$ cat config.mk
export PLATFORM = sky130hd
export DESIGN_NAME = arbitro_alu
export DESIGN_NICKNAME = d
export VERILOG_FILES = /design/src/rtl/arbitro_alu.sv
export SDC_FILE = /design/constraint.sdc
export NUM_CORES = 1
export LEC_CHECK = 0
export ABC_AREA = 1
export CORE_MARGIN = 2
export CORE_UTILIZATION = 41
export CTS_BUF_LIST = sky130_fd_sc_hd__clkbuf_8 sky130_fd_sc_hd__clkbuf_16
export DETAILED_ROUTE_END_ITERATION = 16
export PLACE_DENSITY = 0.9
export SLEW_MARGIN = 20
export SYNTH_ARGS = -nofsm -noshare
export SYNTH_HDL_FRONTEND = slang
export SYNTH_SLANG_ARGS = --single-unit
$ cat constraint.sdc
create_clock -name clk -period 1.3 [get_ports clk]
set_input_delay 0.195 -clock clk [delete_from_list [all_inputs] [get_ports clk]]
set_output_delay 0.195 -clock clk [all_outputs]
set_load 0.02 [all_outputs]
$ cat src/rtl/arbitro_alu.sv
// -----------------------------------------------------------------------------
// arbitro_alu
// Two-port round-robin arbiter and sequencer for a shared ALU. A request
// (operands + selection code) is accepted from one of two requesters over a
// valid/ready handshake. Its operands are registered onto the ALU inputs and
// held for LATENCIA cycles. The result and NZCV flags are then captured and
// returned to the originating requester over a valid/ready response channel.
// A sticky copy of the last completed flags is kept in 'banderas'.
//
// Ports:
//   clk, rst_n                         clock (rising edge), async active-low reset
//   reqN_valid/ready/a/b/sel (N=0,1)   request channels; ready is combinational
//   alu_a, alu_b, alu_sel              registered operands/selection to the ALU
//   alu_resultado, alu_N/Z/C/V         ALU result and flag inputs
//   resp_valid/ready/id                response handshake and originating requester
//   resp_resultado, resp_banderas      captured result and {N,Z,C,V}
//   banderas                           sticky {N,Z,C,V} of last completed operation
//   ocupado                            high whenever the sequencer is not idle
// -----------------------------------------------------------------------------
module arbitro_alu #(
    parameter int ANCHO    = 3,
    parameter int LATENCIA = 1
) (
    input  logic             clk,
    input  logic             rst_n,
    input  logic             req0_valid,
    output logic             req0_ready,
    input  logic [ANCHO:0]   req0_a,
    input  logic [ANCHO:0]   req0_b,
    input  logic [3:0]       req0_sel,
    input  logic             req1_valid,
    output logic             req1_ready,
    input  logic [ANCHO:0]   req1_a,
    input  logic [ANCHO:0]   req1_b,
    input  logic [3:0]       req1_sel,
    output logic [ANCHO:0]   alu_a,
    output logic [ANCHO:0]   alu_b,
    output logic [3:0]       alu_sel,
    input  logic [ANCHO:0]   alu_resultado,
    input  logic             alu_N,
    input  logic             alu_Z,
    input  logic             alu_C,
    input  logic             alu_V,
    output logic             resp_valid,
    input  logic             resp_ready,
    output logic             resp_id,
    output logic [ANCHO:0]   resp_resultado,
    output logic [3:0]       resp_banderas,
    output logic [3:0]       banderas,
    output logic             ocupado
);

    // Counter is loaded with LATENCIA-1 so that capture happens LATENCIA
    // edges after the accept edge.
    localparam logic [3:0] CNT_INI = 4'(LATENCIA - 1);

    typedef enum logic [1:0] {
        IDLE     = 2'd0,
        EJECUTA  = 2'd1,
        RESPONDE = 2'd2
    } estado_t;

    estado_t        estado_q;
    logic           prioridad_q;
    logic           id_q;
    logic [3:0]     cnt_q;
    logic [ANCHO:0] alu_a_q;
    logic [ANCHO:0] alu_b_q;
    logic [3:0]     alu_sel_q;
    logic           resp_valid_q;
    logic [ANCHO:0] resp_res_q;
    logic [3:0]     resp_band_q;
    logic [3:0]     banderas_q;
    logic           ocupado_q;

    logic           gnt0_d;
    logic           gnt1_d;
    logic           acepta_d;
    logic [ANCHO:0] a_d;
    logic [ANCHO:0] b_d;
    logic [3:0]     sel_d;
    logic [3:0]     flags_d;

    // Round-robin grant: the preferred requester wins on contention, a lone
    // requester always wins. The two terms are mutually exclusive.
    always_comb begin
        gnt0_d   = (estado_q == IDLE) & req0_valid & (~prioridad_q | ~req1_valid);
        gnt1_d   = (estado_q == IDLE) & req1_valid & ( prioridad_q | ~req0_valid);
        acepta_d = gnt0_d | gnt1_d;
        a_d      = gnt1_d ? req1_a   : req0_a;
        b_d      = gnt1_d ? req1_b   : req0_b;
        sel_d    = gnt1_d ? req1_sel : req0_sel;
        flags_d  = {alu_N, alu_Z, alu_C, alu_V};
    end

    always_ff @(posedge clk or negedge rst_n) begin
        if (!rst_n) begin
            estado_q     <= IDLE;
            prioridad_q  <= 1'b0;
            id_q         <= 1'b0;
            cnt_q        <= 4'd0;
            alu_a_q      <= '0;
            alu_b_q      <= '0;
            alu_sel_q    <= 4'd0;
            resp_valid_q <= 1'b0;
            resp_res_q   <= '0;
            resp_band_q  <= 4'd0;
            banderas_q   <= 4'd0;
            ocupado_q    <= 1'b0;
        end else begin
            case (estado_q)
                IDLE: begin
                    if (acepta_d) begin
                        alu_a_q     <= a_d;
                        alu_b_q     <= b_d;
                        alu_sel_q   <= sel_d;
                        id_q        <= gnt1_d;
                        prioridad_q <= ~gnt1_d;
                        cnt_q       <= CNT_INI;
                        ocupado_q   <= 1'b1;
                        estado_q    <= EJECUTA;
                    end
                end
                EJECUTA: begin
                    if (cnt_q == 4'd0) begin
                        resp_res_q   <= alu_resultado;
                        resp_band_q  <= flags_d;
                        banderas_q   <= flags_d;
                        resp_valid_q <= 1'b1;
                        estado_q     <= RESPONDE;
                    end else begin
                        cnt_q <= cnt_q - 4'd1;
                    end
                end
                RESPONDE: begin
                    // Return to IDLE only; a new accept needs one IDLE cycle.
                    if (resp_ready) begin
                        resp_valid_q <= 1'b0;
                        ocupado_q    <= 1'b0;
                        estado_q     <= IDLE;
                    end
                end
                default: begin
                    resp_valid_q <= 1'b0;
                    ocupado_q    <= 1'b0;
                    estado_q     <= IDLE;
                end
            endcase
        end
    end

    assign req0_ready     = gnt0_d;
    assign req1_ready     = gnt1_d;
    assign alu_a          = alu_a_q;
    assign alu_b          = alu_b_q;
    assign alu_sel        = alu_sel_q;
    assign resp_valid     = resp_valid_q;
    assign resp_id        = id_q;
    assign resp_resultado = resp_res_q;
    assign resp_banderas  = resp_band_q;
    assign banderas       = banderas_q;
    assign ocupado        = ocupado_q;

endmodule
Word level (Yosys, flattened, before mapping)
Index checks and enable logic that the tools add are counted.

Bitwise gates (word level): 13. Eq/ne operators: 6. Multiplexer cells: 15. Reduce and logical (&&, ||, !) cells: 9. Add/subtract/negate cells: 1.

Operator list (count): 4-bit 2-to-1 mux (5); 3-bit AND reduction (4); 2-bit != test (second input constant) (4); 4-bit case mux with 2 select lines (1); 2-bit 2-to-1 mux (3); 1-bit NOT (6); 1-bit case mux with 3 select lines (2); 2-bit case mux with 3 select lines (1); 1-bit AND (4); 4-bit logical NOT (1); 2-bit AND reduction (2); 4-bit by 1-bit subtractor with 4-bit output (second input constant) (1); 1-bit 2-to-1 mux (3); 1-bit OR (3); 2-bit by 1-bit equality test with 1-bit output (second input constant) (1); 2-bit equality test (second input constant) (1); 2-bit logical NOT (1); 2-bit nonzero test (1).

Output and inout bits: 29. Bits of input ports: 37. Logic and storage cells: 55. Register bits after elaboration: 30.

Depth between registers and ports, before layout
Gate-level depths: netlist of the first run.

Depth after elaboration: 6. Mapped depth: 8. Gate-level depth less buffers: 8.

Worst setup path before layout of the first run
OpenSTA, ideal clock, no wires.

Kind: reg-to-reg. Start point: register estado_q[0]. End point: register alu_a_q[0], in the netlist alu_a[0]. Library setup time: 0.126 ns. Required time: 1.174 ns. Buffers on the path: 0. Setup slack: 0.135 ns. Arrival time: 1.039 ns. Cell stages (with the launch flop): 6. Period minus slack after synthesis: 1.165 ns. Cells stage by stage: dfrtp_1 -> nor2_4 -> nand3_1 -> clkinv_1 -> nand2_1 -> nand3_1.

Word-level cells in the longest chain between the ends: 5. Elaborated cells between the ends (all ways): 8. Classes of those cells: mux (1); bitwise (5); reduce/logical (2).

Ends and longest elaborated chain: start, declared (RTL line 63) `estado_t estado_q;`; start signal, assigned (RTL line 98) `estado_q <= IDLE;`; start signal, assigned (RTL line 121) `estado_q <= EJECUTA;`; start signal, assigned (RTL line 130) `estado_q <= RESPONDE;`; 2-bit logical NOT (RTL line 87) `gnt0_d = (estado_q == IDLE) & req0_valid & (~prioridad_q | ~req1_valid);`; 1-bit AND (2 in a row) (RTL line 87); via req0_ready (RTL line 27) `output logic req0_ready,`; 1-bit OR (RTL line 89) `acepta_d = gnt0_d | gnt1_d;`; 2-bit AND reduction (no line); end signal, assigned (RTL line 102) `alu_a_q <= '0;`; end signal, assigned (RTL line 114) `alu_a_q <= a_d;`; end, declared (RTL line 67) `logic [ANCHO:0] alu_a_q;`.

The timed path passes the listed nets, and every way through them passes these cells. A chain may end at the register's enable or synchronous reset.

Worst setup path after layout of the first run
Start point: register prioridad_q. End point: output req1_ready.

Word-level cells in the longest chain between the ends: 2.

Ends and longest elaborated chain: start, declared (RTL line 64) `logic prioridad_q;`; start signal, assigned (RTL line 118) `prioridad_q <= ~gnt1_d;`; 1-bit OR (RTL line 88) `gnt1_d = (estado_q == IDLE) & req1_valid & ( prioridad_q | ~req0_valid);`; 1-bit AND (RTL line 88); end, declared (RTL line 32) `output logic req1_ready,`.

No other way between the ends.

==> results of run 1 <==
==> worst register-to-register path: cells and delay by family (launching register included) <==
| kind | cells | cell delay [ns] |
|---|---|---|
| simple gates | 5 | 0.39 |
| flops | 1 | 0.41 |
| compound gates | 1 | 0.08 |
| buf+inv | 2 | 0.32 |
==> per-layer routing <==
metal / track usage / part of all wire / vias to the layer above
met3: 0.0649 / 0.050 / 6
li1: - / - / 694
met2: 0.364 / 0.52 / 46
met5: 0 / 0 / -
met1: 0.240 / 0.41 / 652
met4: 0.0667 / 0.015 / 0
==> area by class of cell <==
cell class	count	area share
flip-flops and latches	30	0.313
inverters	18	0.0308
repair buffers	83	0.320
multi-input cells	113	0.266
well taps	46	0.0240
clock buffers	8	0.0459
==> power groups by stage <==
stage | registers, mW | clock network [mW] | logic, mW
after floorplan | 2.06 | 0 | 1.41
after global placement | 1.63 | 0 | 3.12
after detailed placement | 1.64 | 0 | 3.21
after CTS | 1.63 | 0.882 | 3.10
after global routing | 1.68 | 0.927 | 3.61
final | 1.63 | 0.877 | 3.33
==> cell families after synthesis <==
group | count (synthesis) | synth area share
AO/OA/AOI/OAI | 17 | 0.0864
adder cells (fa/ha/maj) | 2 | 0.0176
flip-flops | 30 | 0.529
buffers and inverters | 24 | 0.0829
XOR/XNOR | 1 | 0.00617
AND/OR/NAND/NOR | 90 | 0.278
==> synthesized netlist by cell type <==
cell type,instances
buf_4,5
nor2_4,1
xnor2_1,1
clkinv_2,1
o21ai_1,2
inv_2,1
inv_1,15
dfrtp_1,30
nand3_1,12
ha_1,2
buf_6,1
o21a_1,1
nand2_2,2
clkinv_1,1
nand4_1,3
o22ai_1,1
nor2_1,4
nand2_1,66
o21ai_0,2
nand3_4,1
nand2_4,1
a21oi_1,2
o21ai_2,9
==> registers in the layout, indices dropped and copies added (netlist names) <==
name            cells
alu_a               4
alu_b               4
prioridad_q         1
estado_q            2
cnt_q               4
banderas            4
resp_valid          1
resp_resultado      4
resp_id             1
ocupado             1
alu_sel             4
==> timing repair <==
action,CTS,global route
setup endpoints to repair,40,15
cloned,1,2
setup buffers,1,1
resized for setup,42,13
pin swaps,0,3
==> path summary, 6_finish.rpt <==
kind                        startpoint           to  slack, ns  depth (start not counted)
min                              rst_n  banderas[1]       0.28                          2
min in group clk            req0_valid  prioridad_q       0.29                          3
max                        prioridad_q   req1_ready      -0.07                          5
max reg2reg                estado_q[1]     cnt_q[3]      -0.01                          8
max in group asynchronous        rst_n  estado_q[0]       0.86                          2
min reg2reg                 alu_sel[3]   alu_sel[3]       0.47                          2
==> impl_metrics.tcl, run 1 <==
set metrics [dict create \
    drt_iter0_drc 42 \
    vias_per_cell 4.69 \
    leakage_nw 1.23 \
    fin_skew_ns 0.00475 \
    cts_buffer_depth 2 \
    design_area_um2 2400 \
    rsz0062_at_grt "true" \
    fin_tns_setup_ns -0.118 \
    critPathRequiredTime_ns 1.11 \
    p_sw_frac 0.440 \
    cts_tree "built" \
    cp-end-kind "primary output" \
    gp_congestion 0.785 \
    grt_antenna_before_repair 0 \
    pwr-share-seq 0.279 \
    multi_input_area_um2 639 \
    grt_pass1_wl_mm 6.38 \
    slew-limit-headroom 0.769 \
    worstSetupPathType "flop to primary output" \
    routed_wl_mm 3.96 \
    core-area_um2 3340 \
    hold_ws_ns 0.278 \
    cts_hold_buf 0 \
    numPlacedInstances 285 \
    gr-total-overflow 0 \
    layout_min_cycle_time_ns 1.37 \
    syn_to_final_growth_pct 69.1 \
    clock_sinks 30 \
    placed_area_um2 2210 \
    routed-via-count 1398 \
    instances_no_fill 298 \
    grt_pass1_vias 1427 \
    hp-class "input port to asynchronous set/reset pin" \
    preCtsSetupSlack_ns -0.444 \
    pwr-share-clk 0.150 \
    critical-path-top-delay-family "flip-flops" \
    report.final.slew_viol_count 0 \
    fp-row-count 21 \
    ir_drop_uv 1380 \
    start_kind "flop" \
    combPwrFrac 0.571 \
    hold_viol 0 \
    drive_above_1_share 0.218 \
    netlist_instances 164 \
    die_w_um 62.8 \
    maxCapViolCount 0 \
    insertion_delay_ns 0.28 \
    portBuffers 65 \
    grt_use_total 0.207 \
    worst-endpoint-arrival_ns 1.17 \
    drc_errors 0 \
    die_y_um 62.8 \
    synth_area_leaders "dfrtp_1 (53%), nand2_1 (17%), o21ai_2 (5.6%)" \
    fin_nets 290 \
    grt_start_max_net_pins 31 \
    syn_area_um2 1420 \
    power_density_nw_per_um2 2430 \
    yosysTopAreaCellShare 0.529 \
    max_freq_mhz 732 \
    worstMarginPinSlew_ns 0.346 \
    outcome "complete, but fails checks" \
    timing.final.crit_share 1.05 \
    avgSynthCellArea_um2 8.65 \
    cp_num_buf_inv 3 \
    final_common_cell "nand2_1" \
    yosysTopAreaCell "dfrtp_1" \
    clockRootBuffer "clkbuf_8" \
    yosysUniqueCellTypes 23 \
    setup_ws_ns -0.0653 \
    violations "setup timing" \
    cts_buffers 5 \
    nFillCells 221 \
    io_pins 66 \
    seqCellArea_um2 751 \
    cp_max_fo 2 \
    cts.clk_slew.worst_paths_ns 0.06 \
    drt-pass1-iter-count 4 \
    antenna_left 0 \
    seq_area_frac_synth 0.529 \
    p_total_mw 5.84 \
    slowest_delay_ns 0.38 \
    layout_common_cells "nand2_1 (65), clkdlybuf4s50_1 (34), dfrtp_1 (30), dlygate4sd2_1 (27), buf_4 (18)" \
    cts.htree.levels 2 \
    internal_power_mw 3.27 \
    hpwl_mm 2.51 \
    setup_viol 3 \
    initial_core_util 0.425 \
    wl_per_cell_um 13.3 \
    n_antenna_cell 0 \
    ys_seq_elements 30 \
    p_switching_mw 2.57 \
    cp_cell_sequence "inv_1 > nand2_1 > nand3_2 > clkinv_2 > buf_4" \
    synth_nets 203 \
    crit_path_top_delay_cell "dfrtp_1" \
    final_util 0.719 \
    ys_warn_count 0 \
    die_area_um2 3950 \
]
Note: power is estimated with default switching activity, not from simulation.
==> inputs of run 2 (changes only) <==
ABC_CLOCK_PERIOD_IN_PS = 1300   (was unset)
==> results of run 2 <==
The final DEF is identical to that of run 1; final timing and power are the same.
